$ cat src/rtl/regfile_writeback_if.sv
// Request/drain bundle for the register file writeback front end.
// master = requesters and port consumer, slave = writeback block.
interface regfile_writeback_if #(
    parameter int DATA_W     = 8,
    parameter int REG_AW     = 2,
    parameter int FIFO_DEPTH = 4
);
    localparam int CW = $clog2(FIFO_DEPTH) + 1;

    logic                 alu_valid;
    logic                 alu_ready;
    logic [REG_AW-1:0]    alu_dest;
    logic [DATA_W-1:0]    alu_data;
    logic                 mem_valid;
    logic                 mem_ready;
    logic [REG_AW-1:0]    mem_dest;
    logic [DATA_W-1:0]    mem_data;
    logic                 wb_hold;
    logic                 wb_write_enable;
    logic [REG_AW-1:0]    wb_dest_reg;
    logic [DATA_W-1:0]    wb_write_data;
    logic [2**REG_AW-1:0] busy;
    logic [CW-1:0]        fifo_count;

    modport master (
        output alu_valid, alu_dest, alu_data,
        output mem_valid, mem_dest, mem_data,
        output wb_hold,
        input  alu_ready, mem_ready,
        input  wb_write_enable, wb_dest_reg, wb_write_data,
        input  busy, fifo_count
    );

    modport slave (
        input  alu_valid, alu_dest, alu_data,
        input  mem_valid, mem_dest, mem_data,
        input  wb_hold,
        output alu_ready, mem_ready,
        output wb_write_enable, wb_dest_reg, wb_write_data,
        output busy, fifo_count
    );
endinterface

$ cat src/rtl/regfile_writeback.sv
// Register file writeback front end: mem-priority arbiter,
// in-order FIFO, single write port drain and busy tracking.
module regfile_writeback #(
    parameter int DATA_W     = 8,
    parameter int REG_AW     = 2,
    parameter int FIFO_DEPTH = 4
) (
    input logic              clk,
    input logic              reset_n,
    regfile_writeback_if.slave bus
);
    localparam int PW   = $clog2(FIFO_DEPTH);
    localparam int CW   = PW + 1;
    localparam int NREG = 2**REG_AW;

    logic [REG_AW-1:0]     dest_q [FIFO_DEPTH];
    logic [DATA_W-1:0]     data_q [FIFO_DEPTH];
    logic [FIFO_DEPTH-1:0] vld_q;
    logic [PW-1:0]         wr_ptr;
    logic [PW-1:0]         rd_ptr;
    logic [CW-1:0]         count_q;

    logic                  full;
    logic                  empty;
    logic                  push;
    logic                  pop;
    logic [REG_AW-1:0]     push_dest;
    logic [DATA_W-1:0]     push_data;
    logic [NREG-1:0]       busy_c;

    assign full  = (count_q == CW'(FIFO_DEPTH));
    assign empty = (count_q == '0);

    assign bus.mem_ready = !full;
    assign bus.alu_ready = !full && !bus.mem_valid;

    // Pick the single entry to enqueue; memory wins over ALU.
    always_comb begin
        push      = 1'b0;
        push_dest = bus.alu_dest;
        push_data = bus.alu_data;
        if (bus.mem_valid && bus.mem_ready) begin
            push      = 1'b1;
            push_dest = bus.mem_dest;
            push_data = bus.mem_data;
        end else if (bus.alu_valid && bus.alu_ready) begin
            push = 1'b1;
        end
    end

    assign pop = bus.wb_write_enable;

    assign bus.wb_write_enable = !empty && !bus.wb_hold;
    assign bus.wb_dest_reg     = empty ? '0 : dest_q[rd_ptr];
    assign bus.wb_write_data   = empty ? '0 : data_q[rd_ptr];
    assign bus.fifo_count      = count_q;
    assign bus.busy            = busy_c;

    // Queue storage, pointers and occupancy.
    always_ff @(posedge clk or negedge reset_n) begin
        if (!reset_n) begin
            for (int i = 0; i < FIFO_DEPTH; i++) begin
                dest_q[i] <= '0;
                data_q[i] <= '0;
            end
            vld_q   <= '0;
            wr_ptr  <= '0;
            rd_ptr  <= '0;
            count_q <= '0;
        end else begin
            if (push) begin
                dest_q[wr_ptr] <= push_dest;
                data_q[wr_ptr] <= push_data;
                vld_q[wr_ptr]  <= 1'b1;
                wr_ptr         <= wr_ptr + PW'(1);
            end
            if (pop) begin
                vld_q[rd_ptr] <= 1'b0;
                rd_ptr        <= rd_ptr + PW'(1);
            end
            count_q <= count_q + CW'(push) - CW'(pop);
        end
    end

    // A register is busy while any live entry targets it.
    always_comb begin
        busy_c = '0;
        for (int i = 0; i < FIFO_DEPTH; i++) begin
            if (vld_q[i]) busy_c[dest_q[i]] = 1'b1;
        end
    end
endmodule

$ cat src/flat_wrapper.sv
// flat-port wrapper written by rule: the top's interface ports become plain ports
module regfile_writeback_flat 
#(
    parameter int DATA_W     = 8,
    parameter int REG_AW     = 2,
    parameter int FIFO_DEPTH = 4
)
  (clk, reset_n, bus_alu_valid, bus_alu_dest, bus_alu_data, bus_mem_valid, bus_mem_dest, bus_mem_data, bus_wb_hold, bus_alu_ready, bus_mem_ready, bus_wb_write_enable, bus_wb_dest_reg, bus_wb_write_data, bus_busy, bus_fifo_count);
  regfile_writeback_if #(.DATA_W(DATA_W), .REG_AW(REG_AW), .FIFO_DEPTH(FIFO_DEPTH)) bus_i ();
  input logic clk;
  input logic reset_n;
  input wire logic [$bits(bus_i.alu_valid)-1:0] bus_alu_valid;
  input wire logic [$bits(bus_i.alu_dest)-1:0] bus_alu_dest;
  input wire logic [$bits(bus_i.alu_data)-1:0] bus_alu_data;
  input wire logic [$bits(bus_i.mem_valid)-1:0] bus_mem_valid;
  input wire logic [$bits(bus_i.mem_dest)-1:0] bus_mem_dest;
  input wire logic [$bits(bus_i.mem_data)-1:0] bus_mem_data;
  input wire logic [$bits(bus_i.wb_hold)-1:0] bus_wb_hold;
  output wire logic [$bits(bus_i.alu_ready)-1:0] bus_alu_ready;
  output wire logic [$bits(bus_i.mem_ready)-1:0] bus_mem_ready;
  output wire logic [$bits(bus_i.wb_write_enable)-1:0] bus_wb_write_enable;
  output wire logic [$bits(bus_i.wb_dest_reg)-1:0] bus_wb_dest_reg;
  output wire logic [$bits(bus_i.wb_write_data)-1:0] bus_wb_write_data;
  output wire logic [$bits(bus_i.busy)-1:0] bus_busy;
  output wire logic [$bits(bus_i.fifo_count)-1:0] bus_fifo_count;
  assign bus_i.alu_valid = bus_alu_valid;
  assign bus_i.alu_dest = bus_alu_dest;
  assign bus_i.alu_data = bus_alu_data;
  assign bus_i.mem_valid = bus_mem_valid;
  assign bus_i.mem_dest = bus_mem_dest;
  assign bus_i.mem_data = bus_mem_data;
  assign bus_i.wb_hold = bus_wb_hold;
  assign bus_alu_ready = bus_i.alu_ready;
  assign bus_mem_ready = bus_i.mem_ready;
  assign bus_wb_write_enable = bus_i.wb_write_enable;
  assign bus_wb_dest_reg = bus_i.wb_dest_reg;
  assign bus_wb_write_data = bus_i.wb_write_data;
  assign bus_busy = bus_i.busy;
  assign bus_fifo_count = bus_i.fifo_count;
  regfile_writeback #(.DATA_W(DATA_W), .REG_AW(REG_AW), .FIFO_DEPTH(FIFO_DEPTH)) u_core (.clk(clk), .reset_n(reset_n), .bus(bus_i));
endmodule
$ cat config.mk
export PLATFORM = sky130hd
export DESIGN_NAME = regfile_writeback_flat
export DESIGN_NICKNAME = d
export VERILOG_FILES = /design/src/rtl/regfile_writeback_if.sv /design/src/rtl/regfile_writeback.sv /design/src/flat_wrapper.sv
export SDC_FILE = /design/constraint.sdc
export NUM_CORES = 1
export LEC_CHECK = 0
export ABC_CLOCK_PERIOD_IN_PS = 2000
export BUFFER_PORTS_ARGS = -buffer_cell sky130_fd_sc_hd__buf_2
export CAP_MARGIN = 20
export CORE_MARGIN = 1
export CORE_UTILIZATION = 52
export CTS_BUF_LIST = sky130_fd_sc_hd__clkbuf_8
export DETAILED_ROUTE_END_ITERATION = 16
export PLACE_DENSITY_LB_ADDON = 0.15
export SLEW_MARGIN = 10
export SYNTH_ARGS = -nofsm -noshare
export SYNTH_HDL_FRONTEND = slang
export SYNTH_SLANG_ARGS = --single-unit
$ cat constraint.sdc
create_clock -name clk -period 2 [get_ports clk]
set_input_delay 0.3 -clock clk [delete_from_list [all_inputs] [get_ports clk]]
set_output_delay 0.3 -clock clk [all_outputs]
set_load 0.03 [all_outputs]
======== Word-level counts from Yosys, hierarchy flattened ========
Cells that the tools add are included.
operators by class
  add/sub/neg operators ................... 4
  magnitude comparators ................... 15
  equal/unequal tests ..................... 1
  multiplexer cells ....................... 36
  bitwise logic cells ..................... 8
  reduce and logical (&&, ||, !) cells .... 16
operators by type and width
  operator             count
  $mux 8               5
  $bwmux 32            1
  $mux 4               6
  $lt 2x3->1 const B   6
  $bmux 8 s2           1
  $demux 8 s2          1
  $or 4x4->4           4
  $demux 1 s2          6
  $ge 2x1->1 const B   6
  $logic_and 1x1->1    11
  $mux 2               5
  $bwmux 8             1
  $mux 1               8
  $ge 3x3->1 const B   2
  $not 2->3            2
  $add 2x1->2 const B  2
  $and 4x4->4          1
  $bmux 2 s2           1
  $demux 2 s2          1
  $logic_not 1->1      4
  $not 4->4            1
  $add 3x1->3          1
  $eq 3x3->1 const B   1
  $logic_not 3->1      1
  other kinds (2)      2
word-level totals
  register bits ........................... 51
  input bits .............................. 25
  output and inout port bits .............. 20
  word-level logic and storage cells ...... 92

======== Longest topological paths before layout ========
  depth after elaboration ................. 11
  depth in mapped cells ................... 7
  gate-level depth less buffers ........... 7

======== Least setup slack after synthesis ========
Ideal clock, no wire load.
  path kind ............................... register to register
  from .................................... register u_core.count_q[2] (netlist: u_core.bus.fifo_count[2])
  to ...................................... register u_core.count_q[2] (netlist: u_core.bus.fifo_count[2])
  library setup time ...................... 134 ps
  arrival ................................. 1937 ps
  data required time ...................... 1866 ps
  slack ................................... -71 ps
  cell stages (with the launch flop) ...... 7
  path buffers ............................ 0
  clock period less this slack ............ 2071 ps
  path through ............................ dfrtp_1 -> nor3b_4 -> nor2_1 -> ha_1 -> fa_1 -> xor2_1 -> xnor2_1
between the ends
  cells in the longest elaborated chain, start to end .. 8
  elaborated cells between the ends (all ways) .. 12
  classes of those cells .................. add/sub: 2; eq/ne: 1; mux: 2; reduce/logical: 7
ends and longest elaborated chain
  element                 line                                              RTL
  from (decl)             regfile_writeback.sv:21                           logic [CW-1:0] count_q;
  from (signal assigned)  regfile_writeback.sv:81                           count_q <= count_q + CW'(push) - CW'(pop);
  $eq 3x3->1              regfile_writeback.sv:31                           assign full = (count_q == CW'(FIFO_DEPTH));
  $logic_not 1->1         regfile_writeback.sv:34, regfile_writeback.sv:35
  $logic_and 1x1->1       regfile_writeback.sv:35                           assign bus.alu_ready = !full && !bus.mem_valid;
  $logic_and 1x1->1       regfile_writeback.sv:46                           end else if (bus.alu_valid && bus.alu_ready) begin
  $mux 1                  regfile_writeback.sv:46
  $mux 1                  regfile_writeback.sv:42                           if (bus.mem_valid && bus.mem_ready) begin
  $add 3x1->3             regfile_writeback.sv:81
  $sub 3x1->3 (*)         regfile_writeback.sv:81
Every way passes the cells marked *; elsewhere a longest branch is shown, timed or not.
A chain may end at the register's enable or synchronous reset.

======== Worst setup path in the final report ========
  from .................................... register u_core.rd_ptr[0]
  to ...................................... output port bus_wb_write_data[0]
between the ends
  cells in the longest elaborated chain, start to end .. 5
ends and longest elaborated chain
  element                                     line                     RTL
  from (decl)                                 regfile_writeback.sv:20  logic [PW-1:0] rd_ptr;
  from (signal assigned)                      regfile_writeback.sv:79  rd_ptr <= rd_ptr + PW'(1);
  $not 2->3 (implied by the code)             regfile_writeback.sv:55  assign bus.wb_write_data = empty ? '0 : data_q[rd_ptr];
  $bmux 8 s2                                  regfile_writeback.sv:55
  $mux 8 (implied by the code) (2 in series)  regfile_writeback.sv:55
  $mux 8                                      regfile_writeback.sv:55
  to (decl)                                   flat_wrapper.sv:23       output wire logic [$bits(bus_i.wb_write_data)-1:0] bus_wb_write_data;
No other way between the ends. The select of a mux whose other input is x is not followed.

==> out/qor.txt <==
Crit Path Category = reg -> out
Critical path data arrival time = 1.67 ns
Max Fclk = 509 MHz
First-pass GRT wire length = 10,300 um
Rows = 25
Area after DPL = 3050 sq um
GR met3 Demand/Resource = 4.53%
Synth async-reset ratio = 100%
Routed Antenna Nets = 0
Drt wl/cell = 19.1 um
Largest net degree at the start of global routing = 32
Port bufs = 44
CTS Root Buffer Type = clkbuf_8
Core ar. = 4850 sq um
Final #Nets = 298
CTS tree = yes
Synthesis Warnings = 0
Flop pwr share = 33.2%
Ys flop type = dfrtp_1
CP max stage cell = mux4_2
Worst Path Required = 1.70 ns
Mapped Nets = 244
Final hold violation count = 0
Setup TNS = 0 ns
Post-Syn Instances = 209
Total CTS buffers = 5
Number of global-route vias before repair = 1,953
Drt pass-1 iters = 4
Hold_buf cts = 0
Final setup violation count = 0
Worst slew pin tran = 0.673 ns
Worst path max stage delay = 0.50 ns
Fin crit share = 98.3%
H-tree depth = 2
Outcome = finished, final reports clean
Yosys top cell by area = dfrtp_1
Worst VDD drop = 0.00115 V
DRC errors left = 0
N_diodes = 0
CP startpoint kind = register
Initial DRC Count = 123
Total vias in the final route = 1,980
Sequential share of the synthesized area = 47.5%
GR Util met1 = 37.8%
Clock Path Buffers = 2
Clk pwr share = 11.3%
Synth cell types = 37
Total GRT Usage = 25.9%
Fillers = 382
Hpwl dp = 4200 um
Ranking of synthesized cells by area = dfrtp_1, a2bb2oi_1, mux2_2, mux4_2, ha_1
Setup slack, reg-to-reg = 0.15 ns
Min cycle time layout = 1.97 ns
Top-area cell type share of the netlist area = 47.5%
Sw Share = 42.6%
# IOs = 45
Gate power share = 55.5%
Hold_ws = 0.0188 ns
Starting Density = 55.4%
Class of the worst hold path = in -> async
Power per Cell Area = 1960 nW/um^2
Die Ht = 73.9 um
Synthesized area = 2690 sq um
Slew Viols, Final = 0
Syn Area/Cell = 12.9 sq um
Area Growth Syn to Fin = 17.7%
CTS sink count = 51
Die area = 5460 sq um
EDFF count, synth = 0
Grt ovf = 0
Max_slew headroom = 55.1%
Switching component of the power = 2.64 mW
Post-layout instance area = 3160 sq um
Max cap viols = 0
Lkg Pwr = 1.40 nW
Crit path max fanout = 12
Clock latency on the worst-skew pair = 0.31 ns
WL final = 6290 um
Placer congestion estimate = 0.877
Reg-to-reg startpoint = u_core.bus.fifo_count[2]
Die width = 73.9 um
Buf/Inv on CP = 2
Vias per cell = 6.00
Final core occ = 65.2%
First element of the critical path = u_core.rd_ptr[0]
Antenna violations before repair = 0
Worst-path cell chain = buf_12, mux4_2, nor2b_1, buf_2
Unrepaired setup endpoints after global routing = yes
CTS clock-pin slew for the worst setup and hold paths = 0.09 ns
Crit end category = output port
GRT busiest layer = met2
CP top delay family = multiplexers
Internal Power = 3.56 mW
M2 GR Usage = 41.0%
FF+latch count, synth = 51
Layout cells sized above 1 = 40.3%
Clock skew = 0.0128 ns
-- metrics by stage --
stage	std cells	total power, mW	setup WS [ns]
2_1_floorplan	209	4.54	0.0174
3_3_place_gp	322	5.43	0.216
3_5_place_dp	322	5.49	0.186
4_1_cts	329	6.20	0.0176
5_1_grt	330	6.59	-0.0327
6_report	330	6.21	0.0347
-- per-layer routing --
| layer | share of wire, % | vias up |
|---|---|---|
| met5 | 0 | - |
| met4 | 0.81 | 0 |
| met3 | 4.0 | 6 |
| met2 | 48 | 60 |
| met1 | 48 | 1014 |
| li1 | - | 900 |
-- cells in the mapped netlist, types with 2 or more instances --
library cell and n:
a2bb2oi_1 35, a31oi_1 2, and2b_1 3, buf_1 2, buf_2 6, buf_4 2, dfrtp_1 51, ha_1 9
inv_1 8, mux2_2 22, mux4_2 10, nand2_1 6, nand3_1 3, nor2_1 3, nor2b_1 11, nor3b_1 4
o22ai_1 10, xnor2_1 3
-- kinds of logic after synthesis --
kind of cell    after synthesis  synth area share, %
fa+ha+maj                    10                 4.94
compound gates               51                 15.3
buf+inv                      21                 3.77
mux                          32                 17.6
xor+xnor                      4                 1.30
flops                        51                 47.5
simple gates                 40                 9.55
-- placed cells by master (no fill, tap or decap), drive strengths merged --
| cell | netlist | final |
|---|---|---|
| buf | 11 | 59 |
| dfrtp | 51 | 51 |
| a2bb2oi | 35 | 35 |
| mux2 | 22 | 22 |
| nor2b | 11 | 11 |
| mux4 | 10 | 10 |
| o22ai | 10 | 10 |
| inv | 8 | 9 |
| ha | 9 | 9 |
| nand2 | 6 | 6 |
| nor3b | 6 | 6 |
| clkbuf | 1 | 5 |
| nor2 | 4 | 4 |
| xnor2 | 3 | 3 |
| nand3 | 3 | 3 |
| and2b | 3 | 3 |
| a31oi | 2 | 2 |
| nor3 | 1 | 1 |
| and3b | 1 | 1 |
| o221ai | 1 | 1 |
| nand3b | 1 | 1 |
| o211ai | 1 | 1 |
| a21oi | 1 | 1 |
| or3b | 1 | 1 |
| o311ai | 1 | 1 |
| or3 | 1 | 1 |
| xor2 | 1 | 1 |
| and3 | 1 | 1 |
| clkinv | 1 | 1 |
| nand2b | 1 | 1 |
| fa | 1 | 1 |
| bufinv | 0 | 1 |
-- power by group through the flow --
stage,Sequential [mW],Combinational [mW],Clock [mW]
floorplan,1.95,2.59,0
global placement,2.03,3.40,0
detailed placement,2.05,3.43,0
CTS,2.04,3.45,0.707
global route,2.12,3.73,0.743
finish,2.06,3.45,0.699
-- final timing paths --
kind                       depth (start not counted)                        to
setup / recovery                                   4      bus_wb_write_data[0]
max in group asynchronous                          2          u_core.data_q[5]
hold reg to reg                                    1          u_core.data_q[8]
setup reg to reg                                   7  u_core.bus.fifo_count[2]
hold / removal                                     1         u_core.data_q[11]
min in group clk                                   3         u_core.data_q[22]
-- layout make-up --
class / instances / area [sq um] / share of cell area, %
well taps: 67 / 83.8 / 2.65
clock inverters: 2 / 33.8 / 1.07
repair buffers: 59 / 345 / 10.9
clock buffers: 5 / 68.8 / 2.18
inverters: 9 / 33.8 / 1.07
multi-input cells: 137 / 1310 / 41.6
flip-flops and latches: 51 / 1280 / 40.5
-- sequential cells by signal, summed over array words and instances, names as in the netlist --
name                   cells
u_core.vld_q               4
u_core.bus.fifo_count      3
u_core.wr_ptr              2
u_core.data_q             32
u_core.rd_ptr              2
u_core.dest_q              8
-- worst register-to-register path: stages, from the launching register on --
cell,delay [ns]
dfrtp_2,0.45
nor3_2,0.20
or3_1,0.18
nand2_1,0.07
ha_1,0.19
fa_1,0.37
xor2_1,0.16
xnor2_1,0.13
-- timing repair --
item / CTS / global route
setup buffers: 0 / 1
setup endpoints to repair: 10 / 9
gates resized for setup: 1 / 0
Note: power is estimated with default switching activity, not from simulation.
